`src/rtl/l1_icache_pkg.sv`:
```
// l1_icache_pkg: shared state encoding and address-split width helpers for the L1 I-cache.
// Rev 1.0
`default_nettype none
package l1_icache_pkg;

  typedef enum logic [1:0] {
    IDLE = 2'd0,
    REQ  = 2'd1,
    FILL = 2'd2,
    DONE = 2'd3
  } state_t;

  // Byte offset within a line: word select plus the two byte bits.
  function automatic int off_w(input int line_words);
    return $clog2(line_words) + 2;
  endfunction

  function automatic int idx_w(input int num_lines);
    return $clog2(num_lines);
  endfunction

  function automatic int wrd_w(input int line_words);
    return $clog2(line_words);
  endfunction

  function automatic int tag_w(input int addr_w, input int num_lines, input int line_words);
    return addr_w - off_w(line_words) - idx_w(num_lines);
  endfunction

endpackage
`default_nettype wire

```
`src/rtl/icache_line_store.sv`:
```
// icache_line_store: tag and data arrays, one write port and one combinational read port, no reset.
// Rev 1.0
`default_nettype none
module icache_line_store #(
  parameter int DATA_W     = 32,
  parameter int NUM_LINES  = 16,
  parameter int LINE_WORDS = 4,
  parameter int TAG_W      = 24,
  parameter int IDX_W      = 4,
  parameter int WRD_W      = 2
) (
  input  logic              clk,
  input  logic              i_we,
  input  logic [IDX_W-1:0]  i_widx,
  input  logic [WRD_W-1:0]  i_wword,
  input  logic [DATA_W-1:0] i_wdata,
  input  logic              i_tag_we,
  input  logic [TAG_W-1:0]  i_wtag,
  input  logic [IDX_W-1:0]  i_ridx,
  input  logic [WRD_W-1:0]  i_rword,
  output logic [DATA_W-1:0] o_rdata,
  output logic [TAG_W-1:0]  o_rtag
);

  logic [DATA_W-1:0] r_data [NUM_LINES][LINE_WORDS];
  logic [TAG_W-1:0]  r_tag  [NUM_LINES];

  always_ff @(posedge clk) begin
    if (i_we) begin
      r_data[i_widx][i_wword] <= i_wdata;
    end
    if (i_tag_we) begin
      r_tag[i_widx] <= i_wtag;
    end
  end

  assign o_rdata = r_data[i_ridx][i_rword];
  assign o_rtag  = r_tag[i_ridx];

endmodule
`default_nettype wire

```
`src/rtl/l1_icache_fetch_responder.sv`:
```
// l1_icache_fetch_responder: direct-mapped read-only L1 I-cache with allocate-on-miss line refill.
// Rev 1.0
`default_nettype none
module l1_icache_fetch_responder
  import l1_icache_pkg::*;
#(
  parameter int ADDR_W     = 32,
  parameter int DATA_W     = 32,
  parameter int NUM_LINES  = 16,
  parameter int LINE_WORDS = 4
) (
  input  logic              clk,
  input  logic              reset,
  input  logic [ADDR_W-1:0] pc_addr,
  input  logic              branch_flush,
  input  logic              invalidate,
  output logic [DATA_W-1:0] instr,
  output logic              instr_valid,
  output logic              l1_busy,
  output logic              mem_req,
  output logic [ADDR_W-1:0] mem_addr,
  input  logic              mem_gnt,
  input  logic              mem_rvalid,
  input  logic [DATA_W-1:0] mem_rdata
);

  localparam int OFF_W = off_w(LINE_WORDS);
  localparam int IDX_W = idx_w(NUM_LINES);
  localparam int WRD_W = wrd_w(LINE_WORDS);
  localparam int TAG_W = tag_w(ADDR_W, NUM_LINES, LINE_WORDS);
  localparam logic [WRD_W-1:0] LAST_BEAT = WRD_W'(LINE_WORDS - 1);

  state_t               r_state;
  logic [NUM_LINES-1:0] r_valid;
  logic [WRD_W-1:0]     r_beat_cnt;
  logic                 r_inv_pend;
  logic                 r_mem_req;
  logic [TAG_W-1:0]     r_tag;
  logic [IDX_W-1:0]     r_idx;

  logic [TAG_W-1:0]  w_tag;
  logic [IDX_W-1:0]  w_idx;
  logic [WRD_W-1:0]  w_word;
  logic [TAG_W-1:0]  w_rtag;
  logic [DATA_W-1:0] w_rdata;
  logic              w_hit;
  logic              w_beat_we;
  logic              w_last;
  logic              w_unused;

  assign w_tag    = pc_addr[ADDR_W-1 -: TAG_W];
  assign w_idx    = pc_addr[OFF_W +: IDX_W];
  assign w_word   = pc_addr[2 +: WRD_W];
  assign w_unused = ^pc_addr[1:0];

  assign w_hit = (r_state == IDLE) & r_valid[w_idx] & (w_rtag == w_tag);

  assign instr       = w_rdata;
  assign instr_valid = w_hit & ~branch_flush;
  assign l1_busy     = ~w_hit;
  assign mem_req     = r_mem_req;
  assign mem_addr    = {r_tag, r_idx, {OFF_W{1'b0}}};

  // A beat landing together with the grant is beat 0; stray beats elsewhere are dropped.
  assign w_beat_we = mem_rvalid & (((r_state == REQ) & mem_gnt) | (r_state == FILL));
  assign w_last    = w_beat_we & (r_state == FILL) & (r_beat_cnt == LAST_BEAT);

  icache_line_store #(
    .DATA_W     (DATA_W),
    .NUM_LINES  (NUM_LINES),
    .LINE_WORDS (LINE_WORDS),
    .TAG_W      (TAG_W),
    .IDX_W      (IDX_W),
    .WRD_W      (WRD_W)
  ) u_store (
    .clk      (clk),
    .i_we     (w_beat_we),
    .i_widx   (r_idx),
    .i_wword  (r_beat_cnt),
    .i_wdata  (mem_rdata),
    .i_tag_we (w_last),
    .i_wtag   (r_tag),
    .i_ridx   (w_idx),
    .i_rword  (w_word),
    .o_rdata  (w_rdata),
    .o_rtag   (w_rtag)
  );

  always_ff @(posedge clk or posedge reset) begin
    if (reset) begin
      r_state    <= IDLE;
      r_valid    <= '0;
      r_beat_cnt <= '0;
      r_inv_pend <= 1'b0;
      r_mem_req  <= 1'b0;
      r_tag      <= '0;
      r_idx      <= '0;
    end else begin
      unique case (r_state)
        IDLE: begin
          if (!w_hit) begin
            r_state        <= REQ;
            r_mem_req      <= 1'b1;
            r_tag          <= w_tag;
            r_idx          <= w_idx;
            r_valid[w_idx] <= 1'b0;
          end
          if (invalidate) begin
            r_valid <= '0;
          end
        end
        REQ: begin
          if (invalidate) begin
            r_inv_pend <= 1'b1;
          end
          if (mem_gnt) begin
            r_state   <= FILL;
            r_mem_req <= 1'b0;
            if (mem_rvalid) begin
              r_beat_cnt <= r_beat_cnt + 1'b1;
            end
          end
        end
        FILL: begin
          if (invalidate) begin
            r_inv_pend <= 1'b1;
          end
          if (mem_rvalid) begin
            r_beat_cnt <= r_beat_cnt + 1'b1;
            if (r_beat_cnt == LAST_BEAT) begin
              r_valid[r_idx] <= 1'b1;
              r_state        <= DONE;
            end
          end
        end
        DONE: begin
          // A fence.i seen during the refill also drops the line just filled.
          if (r_inv_pend | invalidate) begin
            r_valid <= '0;
          end
          r_inv_pend <= 1'b0;
          r_state    <= IDLE;
        end
      endcase
    end
  end

endmodule
`default_nettype wire

```
`config.mk`:
```
export PLATFORM = sky130hd
export DESIGN_NAME = l1_icache_fetch_responder
export DESIGN_NICKNAME = d
export VERILOG_FILES = /design/src/rtl/l1_icache_pkg.sv /design/src/rtl/icache_line_store.sv /design/src/rtl/l1_icache_fetch_responder.sv
export SDC_FILE = /design/constraint.sdc
export NUM_CORES = 2
export LEC_CHECK = 0
export BUFFER_PORTS_ARGS = -buffer_cell sky130_fd_sc_hd__buf_2
export CORE_ASPECT_RATIO = 1.4
export CORE_UTILIZATION = 60
export DETAILED_ROUTE_END_ITERATION = 10
export PLACE_DENSITY = 0.78
export SYNTH_ARGS = -nofsm -noshare
export SYNTH_HDL_FRONTEND = slang
export SYNTH_HIERARCHICAL = 1
export SYNTH_SLANG_ARGS = --single-unit
```
`constraint.sdc`:
```
create_clock -name clk -period 4.6 [get_ports clk]
set_input_delay 0.92 -clock clk [delete_from_list [all_inputs] [get_ports clk]]
set_output_delay 0.92 -clock clk [all_outputs]
set_load 0.03 [all_outputs]
```
==> metrics <==
number of H-tree levels=4; row cnt=172; Clock Tree Root=clkbuf_16; syn_area_per_cell=22.96 sq um; Seq/Total Area, Yosys=0.7812; clock slew seen by the registers of the worst setup and hold paths=0.06 ns; Post-Syn Instances=roughly 4,100; NumNets Final=roughly 4,700; setup violators final=12; Netlist cell types=54; IO Count=137; CP Max Fanout=13; total power=49.49 mW; DRT antenna net count=0; CTS buffer count=209; clock tree buffer depth=3; drt first pass iters=5; Place WS=-0.5100 ns; die height=about 470 um; total wire length=258,000 um; Worst IR Drop VDD=about 0.00043 V; synth top area cells=edfxtp_1 (77%), mux4_2 (15%), dfrtp_1 (1.3%), o22ai_1 (0.67%), a22oi_1 (0.49%); FF-to-FF Start=r_state[1]$_DFFE_PP0P_; Max Cap Viol=0; Critical Path, Cell by Cell=buf_16, buf_4, buf_12, buf_16, mux4_2, o22a_1, o221ai_1, nor3_1, o22a_1, buf_2; first-pass GRT wire length=357,300 um; final setup skew=approximately 0.021 ns; count leader, synth=edfxtp_1; Yosys warning count=6; Final min period=4.690 ns; status=complete, but fails checks; final-report hold violation count=0; # fillers=around 8,800; worst reg-to-reg setup slack=slightly above 0.8 ns; Adder-Cell Fraction of Synth Area=0.0006579; Critical Path AT=~3.8 ns; Register Area=0.07428 sq mm; Final WS setup=-0.08965 ns; Synth Register Bits=about 2,500; area delta synth->final=14.31%; Final period util=1.019; crit start category=primary input; clock sinks=2,482; DIE AREA=0.1601 sq mm; Max transition margin=0.1262; f_max=0.2132 GHz; gpl congestion=between 0.8 and 0.9; failing checks=setup timing; starting density of the core=0.6052; Synth Area in Compound Gates=0.02266; Post-synth EDFFs=2,432; IO buf count=130; Vias=49,040; Core ar.=approximately 0.16 sq mm; largest net degree at the start of global routing=65; Main synth FF type=edfxtp_1; WP buf/inv=5; HPWL after DPL=~140,000 um; setup_tns=-0.4634 ns; CP peak stage delay=~0.74 ns; Synth area leader=edfxtp_1; main combinational cell family by area after synthesis=multiplexers; top cells by count, synth=edfxtp_1 (2,432), mux4_2 (639), nor2_1 (120); share of the synthesized area in the top cell type=0.7681; Setup CP Type=in2out; total gr overflow=0; die span in x=338.4 um; share of layout cells above drive strength 1=0.3292; Hold Buf Count CTS=0; routed length per instance=37.42 um; mux cell area share after synthesis=0.1615; ys async rst share=0.02015; CTS tree=yes; XOR/XNOR Fraction of Synth Area=0.002303; vias in the first global route=49,750; Slowest cell on crit path=nor3_1; Iter 0 DRT Violations=7,171; initial antenna violation count=14; Remaining DRCs=0; PD cells=455.3 mW/mm^2; Final Max Tran Viols=0; GRT Util Overall=0.3195; fin cells=6,895; Worst setup EP type=output port; routed vias/inst=7.113; Multi-input gate area=0.02035 sq mm; RSZ-0062 raised after global routing=yes; post-synthesis simple-gate area fraction=0.01826; R2R cell count=7; Worst EP required=3.68 ns; leakage power=34.40 nW; RR Endpoint=u_store/r_data[14][104]$_DFFE_PP_; family with the most delay on the worst path=buffers and inverters; insertion delay to the later sink of the worst-skew pair=0.84 ns; Tightest Pin Transition=1.311 ns; Post-Syn Area=0.09508 sq mm; min-delay worst type=in2async; # placed instances=approximately 6,500
worst max path at each step:
stage	from	endpoint	slack, ns	cells after the start
after floorplan	pc_addr[4]	instr_valid	-0.14	11
after global placement	pc_addr[4]	instr_valid	-0.55	12
after detailed placement	pc_addr[4]	instr_valid	-0.51	12
after CTS	pc_addr[4]	instr_valid	-0.16	11
after global routing	pc_addr[4]	l1_busy	-0.15	12
final	pc_addr[4]	instr[13]	-0.09	10
placed cells by master (no fill, tap or decap), types with 12 or more instances in the layout:
cell type  count
a211oi_1      14
a21oi_1       16
a22oi_1       61
buf_12        51
buf_2        124
buf_4        285
bufinv_16     31
clkbuf_1      45
clkbuf_16    217
clkinv_1      47
clkinv_2      33
dfrtp_1       50
edfxtp_1    2432
mux2_1        29
mux2_2        15
mux2i_1       28
mux4_2       639
nand2_1       66
nand2b_1      12
nand3_1       43
nand4_1       14
nor2_1        36
nor2_4        82
nor2b_1       30
nor3_1        33
o21ai_0       36
o221ai_1      19
o22a_1        15
o22ai_1      102
xnor2_1       13
report_power, final:
group          switching [mW]  internal (mW)
clock network            8.05           10.2
registers               0.816           25.9
logic                    2.88           1.63
timing repair:
action,in CTS,in global routing
pin swaps,2,2
gates resized for setup,46,21
gates cloned,2,5
buffers inserted,1,5
setup endpoints to repair,24,22
metal layers:
metal | global-route usage | vias up | part of all wire
met1 | 0.3864 | 25410 | 0.31
met4 | 0.2009 | 12 | 0.069
met2 | 0.5316 | 4143 | 0.51
met3 | 0.06423 | 839 | 0.11
li1 | - | 18640 | -
met5 | 0 | - | 0.00028
logic make-up after synthesis:
logic type,after synthesis
flops,2482
mux,723
simple gates,366
compound gates,310
buf+inv,229
xor+xnor,25
fa+ha+maj,5
other cells,1
worst min-delay path, cell delays in order:
cell	delay, ns
buf_2	0.10
inv_2	0.03
buf_4	0.53
flip-flops by register name, summed over array words and instances, names as in the netlist:
name / flops
r_valid: 16
r_tag: 24
mem_req: 1
r_inv_pend: 1
r_beat_cnt: 2
u_store/r_data: 2048
r_idx: 4
u_store/r_tag: 384
r_state: 2
through the flow:
stage          hold WS (ns)  utilization  area (sq um)
2_1_floorplan        0.4483            -         95350
5_1_grt              0.3039       0.6918        108700
6_report             0.2656       0.6919        108700
4_1_cts              0.2364       0.6900        108400
3_5_place_dp         0.4749       0.6437        101100
3_3_place_gp         0.4647       0.6437        101100
area by class of cell:
type	instances	share of cell area
sequential	2482	0.6834
antenna	7	0.0001612
clock buffer	257	0.05036
tap	2088	0.02404
multi-input combinational	1433	0.1872
clock inverter	130	0.01394
timing repair buffer	490	0.04059
inverter	8	0.0002763
No activity file was read; power rests on OpenSTA's default activity.
